[config.mk]
export PLATFORM = sky130hd
export DESIGN_NAME = alu_exec_unit
export DESIGN_NICKNAME = d
export VERILOG_FILES = /design/src/rtl/alu_exec_unit_pkg.sv /design/src/rtl/alu_exec_unit_mul_shift_add.sv /design/src/rtl/alu_exec_unit.sv
export SDC_FILE = /design/constraint.sdc
export NUM_CORES = 2
export LEC_CHECK = 0
export CORE_UTILIZATION = 50
export DETAILED_ROUTE_END_ITERATION = 10
export DONT_BUFFER_PORTS = 1
export SLEW_MARGIN = 0
export SYNTH_ARGS = -nofsm -noshare
export SYNTH_HDL_FRONTEND = slang
export SYNTH_SLANG_ARGS = --single-unit
export TNS_END_PERCENT = 1
[constraint.sdc]
create_clock -name clk -period 5.8 [get_ports clk]
set_clock_uncertainty 0.05 [all_clocks]
set_input_delay 0.87 -clock clk [delete_from_list [all_inputs] [get_ports clk]]
set_output_delay 0.87 -clock clk [all_outputs]
set_load 0.01 [all_outputs]
[src/rtl/alu_exec_unit_pkg.sv]
// alu_pkg: ALU control codes, execute FSM states and widths
// shared by the ALU control decoder and the execute unit.
package alu_pkg;

  localparam int ALU_WIDTH = 64;
  localparam int ALU_SHW   = 6;

  localparam logic [2:0] ALU_AND   = 3'b000;
  localparam logic [2:0] ALU_ORR   = 3'b001;
  localparam logic [2:0] ALU_ADD   = 3'b010;
  localparam logic [2:0] ALU_MUL   = 3'b011;
  localparam logic [2:0] ALU_LSL   = 3'b100;
  localparam logic [2:0] ALU_LSR   = 3'b101;
  localparam logic [2:0] ALU_SUB   = 3'b110;
  localparam logic [2:0] ALU_PASSB = 3'b111;

  typedef enum logic [1:0] {
    ST_IDLE  = 2'd0,
    ST_SHIFT = 2'd1,
    ST_MUL   = 2'd2,
    ST_DONE  = 2'd3
  } alu_state_e;

  function automatic logic is_shift(
    input logic [2:0] ctl
  );
    return (ctl == ALU_LSL) ||
           (ctl == ALU_LSR);
  endfunction

endpackage

[src/rtl/alu_exec_unit_mul_shift_add.sv]
// mul_shift_add: fixed-latency iterative unsigned multiplier,
// one partial product per cycle, low WIDTH bits kept.
module mul_shift_add
  import alu_pkg::*;
#(
  parameter int WIDTH = ALU_WIDTH
) (
  input  logic             clk,
  input  logic             reset_n,
  input  logic             start,
  input  logic [WIDTH-1:0] a,
  input  logic [WIDTH-1:0] b,
  output logic             done,
  output logic [WIDTH-1:0] product
);

  localparam int CW = $clog2(WIDTH);
  localparam logic [CW-1:0] LAST = CW'(WIDTH - 1);

  logic             run;
  logic [CW-1:0]    cnt;
  logic [WIDTH-1:0] mcand;
  logic [WIDTH-1:0] mplier;
  logic [WIDTH-1:0] acc;

  // Start cycle already folds in bit 0, so WIDTH edges total.
  assign product = mplier[0] ? acc + mcand : acc;
  assign done    = run && (cnt == LAST);

  always_ff @(posedge clk or negedge reset_n) begin
    if (!reset_n) begin
      run    <= 1'b0;
      cnt    <= '0;
      mcand  <= '0;
      mplier <= '0;
      acc    <= '0;
    end else if (start) begin
      run    <= 1'b1;
      cnt    <= CW'(1);
      acc    <= b[0] ? a : '0;
      mcand  <= a << 1;
      mplier <= b >> 1;
    end else if (run) begin
      acc    <= product;
      mcand  <= mcand << 1;
      mplier <= mplier >> 1;
      if (done) begin
        run <= 1'b0;
        cnt <= '0;
      end else begin
        cnt <= cnt + CW'(1);
      end
    end
  end

endmodule

[src/rtl/alu_exec_unit.sv]
// alu_exec_unit: execute-stage ALU with valid/ready handshake,
// single-cycle logic/add/sub, serial shifts and iterative multiply.
module alu_exec_unit
  import alu_pkg::*;
#(
  parameter int WIDTH = ALU_WIDTH,
  parameter int SHW   = ALU_SHW
) (
  input  logic             clk,
  input  logic             reset_n,
  input  logic             in_valid,
  output logic             in_ready,
  input  logic [2:0]       alu_ctl,
  input  logic [WIDTH-1:0] a,
  input  logic [WIDTH-1:0] b,
  input  logic [SHW-1:0]   shamt,
  output logic             out_valid,
  input  logic             out_ready,
  output logic [WIDTH-1:0] result,
  output logic             flag_n,
  output logic             flag_z,
  output logic             flag_c,
  output logic             flag_v,
  output logic             busy
);

  alu_state_e state;

  logic             accept;
  logic             shift_op;
  logic             lsl_op;
  logic             multi;
  logic             mul_go;
  logic             mul_done;
  logic [WIDTH-1:0] mul_product;

  logic [WIDTH-1:0] sh_q;
  logic [WIDTH-1:0] sh_nxt;
  logic [WIDTH-1:0] sh1;
  logic [SHW-1:0]   sh_cnt;
  logic             sh_left;

  logic [WIDTH:0]   add_w;
  logic [WIDTH:0]   sub_w;

  logic             ld;
  logic [WIDTH-1:0] res_d;
  logic             c_d;
  logic             v_d;

  assign in_ready = (state == ST_IDLE) &&
                    (!out_valid || out_ready);
  assign accept   = in_valid && in_ready;
  assign busy     = (state == ST_SHIFT) ||
                    (state == ST_MUL);

  assign shift_op = is_shift(alu_ctl);
  assign lsl_op   = (alu_ctl == ALU_LSL);
  assign mul_go   = accept && (alu_ctl == ALU_MUL);
  assign multi    = (alu_ctl == ALU_MUL) ||
                    (shift_op && (shamt > SHW'(1)));

  assign add_w = {1'b0, a} + {1'b0, b};
  assign sub_w = {1'b0, a} + {1'b0, ~b} +
                 {{WIDTH{1'b0}}, 1'b1};

  // Shifts of 0 or 1 finish in the accept cycle.
  assign sh1    = !shamt[0] ? a :
                  lsl_op    ? a << 1 : a >> 1;
  assign sh_nxt = sh_left ? sh_q << 1 : sh_q >> 1;

  mul_shift_add #(
    .WIDTH(WIDTH)
  ) u_mul (
    .clk    (clk),
    .reset_n(reset_n),
    .start  (mul_go),
    .a      (a),
    .b      (b),
    .done   (mul_done),
    .product(mul_product)
  );

  always_comb begin
    ld    = 1'b0;
    res_d = '0;
    c_d   = 1'b0;
    v_d   = 1'b0;
    unique case (state)
      ST_IDLE: begin
        if (accept && !multi) begin
          ld = 1'b1;
          unique case (alu_ctl)
            ALU_AND: res_d = a & b;
            ALU_ORR: res_d = a | b;
            ALU_ADD: begin
              res_d = add_w[WIDTH-1:0];
              c_d   = add_w[WIDTH];
              v_d   = (a[WIDTH-1] == b[WIDTH-1]) &&
                      (add_w[WIDTH-1] != a[WIDTH-1]);
            end
            ALU_SUB: begin
              res_d = sub_w[WIDTH-1:0];
              c_d   = sub_w[WIDTH];
              v_d   = (a[WIDTH-1] != b[WIDTH-1]) &&
                      (sub_w[WIDTH-1] != a[WIDTH-1]);
            end
            ALU_LSL, ALU_LSR: res_d = sh1;
            default: res_d = b;
          endcase
        end
      end
      ST_SHIFT: begin
        if (sh_cnt == SHW'(1)) begin
          ld    = 1'b1;
          res_d = sh_nxt;
        end
      end
      ST_MUL: begin
        if (mul_done) begin
          ld    = 1'b1;
          res_d = mul_product;
        end
      end
      default: ;
    endcase
  end

  always_ff @(posedge clk or negedge reset_n) begin
    if (!reset_n) begin
      state     <= ST_IDLE;
      out_valid <= 1'b0;
      result    <= '0;
      flag_n    <= 1'b0;
      flag_z    <= 1'b0;
      flag_c    <= 1'b0;
      flag_v    <= 1'b0;
      sh_q      <= '0;
      sh_cnt    <= '0;
      sh_left   <= 1'b0;
    end else begin
      if (ld) begin
        result <= res_d;
        flag_n <= res_d[WIDTH-1];
        flag_z <= (res_d == '0);
        flag_c <= c_d;
        flag_v <= v_d;
      end
      unique case (state)
        ST_IDLE: begin
          unique case (1'b1)
            mul_go: begin
              out_valid <= 1'b0;
              state     <= ST_MUL;
            end
            accept && shift_op && multi: begin
              out_valid <= 1'b0;
              state     <= ST_SHIFT;
              sh_q      <= lsl_op ? a << 1 : a >> 1;
              sh_cnt    <= shamt - SHW'(1);
              sh_left   <= lsl_op;
            end
            accept && !multi: out_valid <= 1'b1;
            !accept && out_ready: out_valid <= 1'b0;
            default: ;
          endcase
        end
        ST_SHIFT: begin
          sh_q   <= sh_nxt;
          sh_cnt <= sh_cnt - SHW'(1);
          if (sh_cnt == SHW'(1)) begin
            out_valid <= 1'b1;
            state     <= ST_DONE;
          end
        end
        ST_MUL: begin
          if (mul_done) begin
            out_valid <= 1'b1;
            state     <= ST_DONE;
          end
        end
        ST_DONE: begin
          if (out_ready) begin
            out_valid <= 1'b0;
            state     <= ST_IDLE;
          end
        end
        default: state <= ST_IDLE;
      endcase
    end
  end

endmodule

==> results.cfg <==
[synthesis]
synth_area_leaders = dfrtp_1 24%, ha_1 10%, o21ai_0 7.2%, a21oi_1 6.9%, mux2i_1 6.2%
synthMuxAreaShare = 0.0805
yosys.cell_types.count = 102
yosysMostFrequentCell = nand2_1
synth_top_family_by_area = compound AO/OA/AOI/OAI gates
synthCells = 4692
synth_compound_area_frac = 0.292
synthesis.nets = 5115
synth-simple-area-share = 0.189
synthXorXnorAreaFrac = 0.0313
synth_top_area_cell = dfrtp_1
synth.avg_cell_area_um2 = 7.45
syn_area_um2 = 35000
synthAdderAreaFrac = 0.102
synthArstFlopShare = 1.00
yosys_warnings = 0
synthTopCellsByCount = 553 x nand2_1, 506 x o21ai_0, 481 x a21oi_1
synth_ff_type = dfrtp_1
synth-edff-count = 0
yosysTopAreaCellShare = 0.242
yosys_register_bits = 338
yosysSeqAreaShare = 0.242

[cells_and_area]
drive_gt1_frac = 0.0826
area_growth_pct = 8.32
fin_util = 0.549
final_area_um2 = 37900
nNetsFinal = 4988

[timing]
rsz0062_at_grt = false
fmax_mhz = 176
setup_tns_ps = 0
period_needed_ps = 5680
slew_headroom = 0.105
setup_viol = 0
hold_viol_final = 0
tightestPinTransition_ps = 1340
report.final.slew_viol_count = 0
holdWs_ps = 201
fin_crit_sh = 0.979

[drt]
drtPass1Iterations = 10
drt_wl_total_um = 174000
avgViaCountPerCell = 7.02
drtIter0Drc = 5914
wl_per_cell_um = 31.4
ant_nets = 0
drc = 0
via_count = 38900

[clocking]
cts_max_level = 2
cts_root_buf = clkbuf_16
clock_path_buffers = 3
tritoncts = done
cts_made_buffers = 43
postCtsSetupBuffers = 0
clk_latency_ps = 630
cts.sinks = 338
clk_pin_slew_ps = 60

[worst_setup_path]
r2r_slack_ps = 140
path_class = in2reg
crit_family = simple AND/OR/NAND/NOR gates
max_stage_delay_ps = 800
worstPathArrival_ps = 6170
r2r_end = flag_z
r2r-start = u_mul.mcand[1]
critPathBufInv = 2
critPathCaptureType = flop
worstRegToRegCells = 19
startpoint_type = input port
slowest_stage = nor4_1
crit_chain = inv_1, ha_1, nand4_1, nor4_1, nand3_1, a21oi_1, nor2_1, o21bai_1, xnor2_1, a221oi_1, nand2_1, nor4_1, nand4_1, nor4_1, buf_4, nand4_1, o21ai_1
cp.required_ps = 6290
crit_path_max_fanout = 12

[global_routing]
overflow = 0
antenna_found_initial = 8
grt_pass1_wl_um = 248000
grt_pass1_vias = 35200
grt_start_max_net_pins = 339
track_usage = 0.474

[floorplan]
die-area_um2 = 71000
rows = 96
die_w_um = 266
die_h_um = 266
initial_core_util = 0.507
coreArea_um2 = 68900
boundaryPins = 212

[hold_path]
hp-class = in2async

[placed_design]
post_dp_cell_area_um2 = 36200
dp.final_hpwl_um = 132000
place_congestion = 1.07
port_buffers = 0

[run]
drv_cap = 0

[power]
power_w = 0.0193
p_per_area_nw_per_um2 = 509
leakagePower_nw = 15.8
irDropWorstVdd_mv = 0.384

[run_status]
outcome = finished, final reports clean
==> repair_timing <==
| item | in CTS | in global routing |
|---|---|---|
| resized for setup | 0 | 3 |
| hold endpoints to repair | 338 | 187 |
| endpoints found under the setup margin | 0 | 1 |
==> power by group <==
group	switching, W	total [W]	internal, W
Clock	0.00126	0.00308	0.00183
Combinational	0.00737	0.0114	0.00398
Sequential	0.00138	0.00485	0.00347
Total	0.0100	0.0193	0.00928
==> placed cells by master (no fill, tap or decap), types with 25 or more instances in the layout <==
cell type / Yosys / routed
a211oi_1: 66 / 64
mux2_2: 59 / 59
o21bai_1: 44 / 44
mux2i_1: 215 / 215
xor2_1: 38 / 38
a21o_1: 38 / 38
buf_4: 1 / 164
o22ai_1: 30 / 30
o31ai_1: 46 / 46
a222oi_1: 32 / 32
nor4_1: 54 / 54
nor2_1: 397 / 393
inv_1: 226 / 226
nor3_1: 86 / 84
nand2_1: 553 / 551
a31oi_1: 37 / 36
a21oi_1: 481 / 480
dfrtp_1: 338 / 336
nand3_1: 137 / 137
clkbuf_16: 0 / 43
o211ai_1: 63 / 63
nor2b_1: 29 / 27
nand4_1: 72 / 72
o21a_1: 25 / 25
a221oi_1: 48 / 47
o221ai_1: 33 / 33
xnor2_1: 87 / 87
o21ai_0: 506 / 506
ha_1: 279 / 278
==> stage by stage <==
stage	setup WS, ps	cells
floorplan	1180	4692
global placement	-224	5449
detailed placement	-235	5449
CTS	135	5529
global route	91.4	5531
finish	123	5535
==> metal layers <==
layer / GRT usage / share of wire / vias to the layer above
li1: - / - / 16800
met1: 0.672 / 0.41 / 18700
met2: 0.654 / 0.39 / 2825
met3: 0.158 / 0.15 / 467
met4: 0.188 / 0.048 / 12
met5: 0 / 0.00045 / -
==> flip-flops by register name (all words and copies together) (netlist names) <==
name          cells
sh_q             64
u_mul.run         1
sh_left           1
u_mul.cnt         6
flag_z            1
result           64
flag_v            1
sh_cnt            6
u_mul.mplier     63
out_valid         1
u_mul.mcand      63
flag_c            1
u_mul.acc        64
state             2
==> cell type report <==
type	instances	area [um^2]
Clock buffer	53	1180
Fill cell	6824	31100
Tap cell	931	1160
Inverter	235	882
Clock inverter	27	393
Sequential cell	338	8470
Timing Repair Buffer	171	1390
Antenna cell	4	10.0
Multi-Input combinational cell	3776	24400
==> worst register-to-register path, cell delays in order, from the launching register on <==
cell and delay (ps):
dfrtp_1 390, ha_1 180, inv_1 50, fa_1 420, nand2b_2 240, a211oi_4 350, o211ai_1 270, a211oi_2 450
or2_1 250, a21oi_1 110, xnor2_1 250, a221oi_2 590, nand4_1 200, nor4_1 550, buf_4 210, nand4_1 130
nor4_1 460, buf_4 190, nand4_1 90, o21ai_1 140
==> how the worst max path moves through the flow <==
stage / slack (ps) / cells after the start / endpoint / from
final: 120 / 17 / flag_z / b[36]
after global routing: 90 / 17 / flag_z / b[36]
after CTS: 130 / 19 / flag_z / u_mul.mcand[1]
after detailed placement: -230 / 17 / flag_z / b[36]
after global placement: -220 / 17 / flag_z / b[36]
after floorplan: 1180 / 17 / flag_z / a[0]
==> kinds of logic (layout without fill, tap and decap cells) <==
| logic type | count (synthesis) | after routing |
|---|---|---|
| AOI/OAI and AO/OA | 1637 | 1637 |
| xor gates and xnor gates | 125 | 125 |
| adders and majority gates | 282 | 282 |
| buffers and inverters | 578 | 486 |
| DFF | 338 | 338 |
| muxes | 274 | 274 |
| other | 0 | 4 |
| and+or+nand+nor | 1458 | 1458 |
No activity file was read; power rests on OpenSTA's default activity.
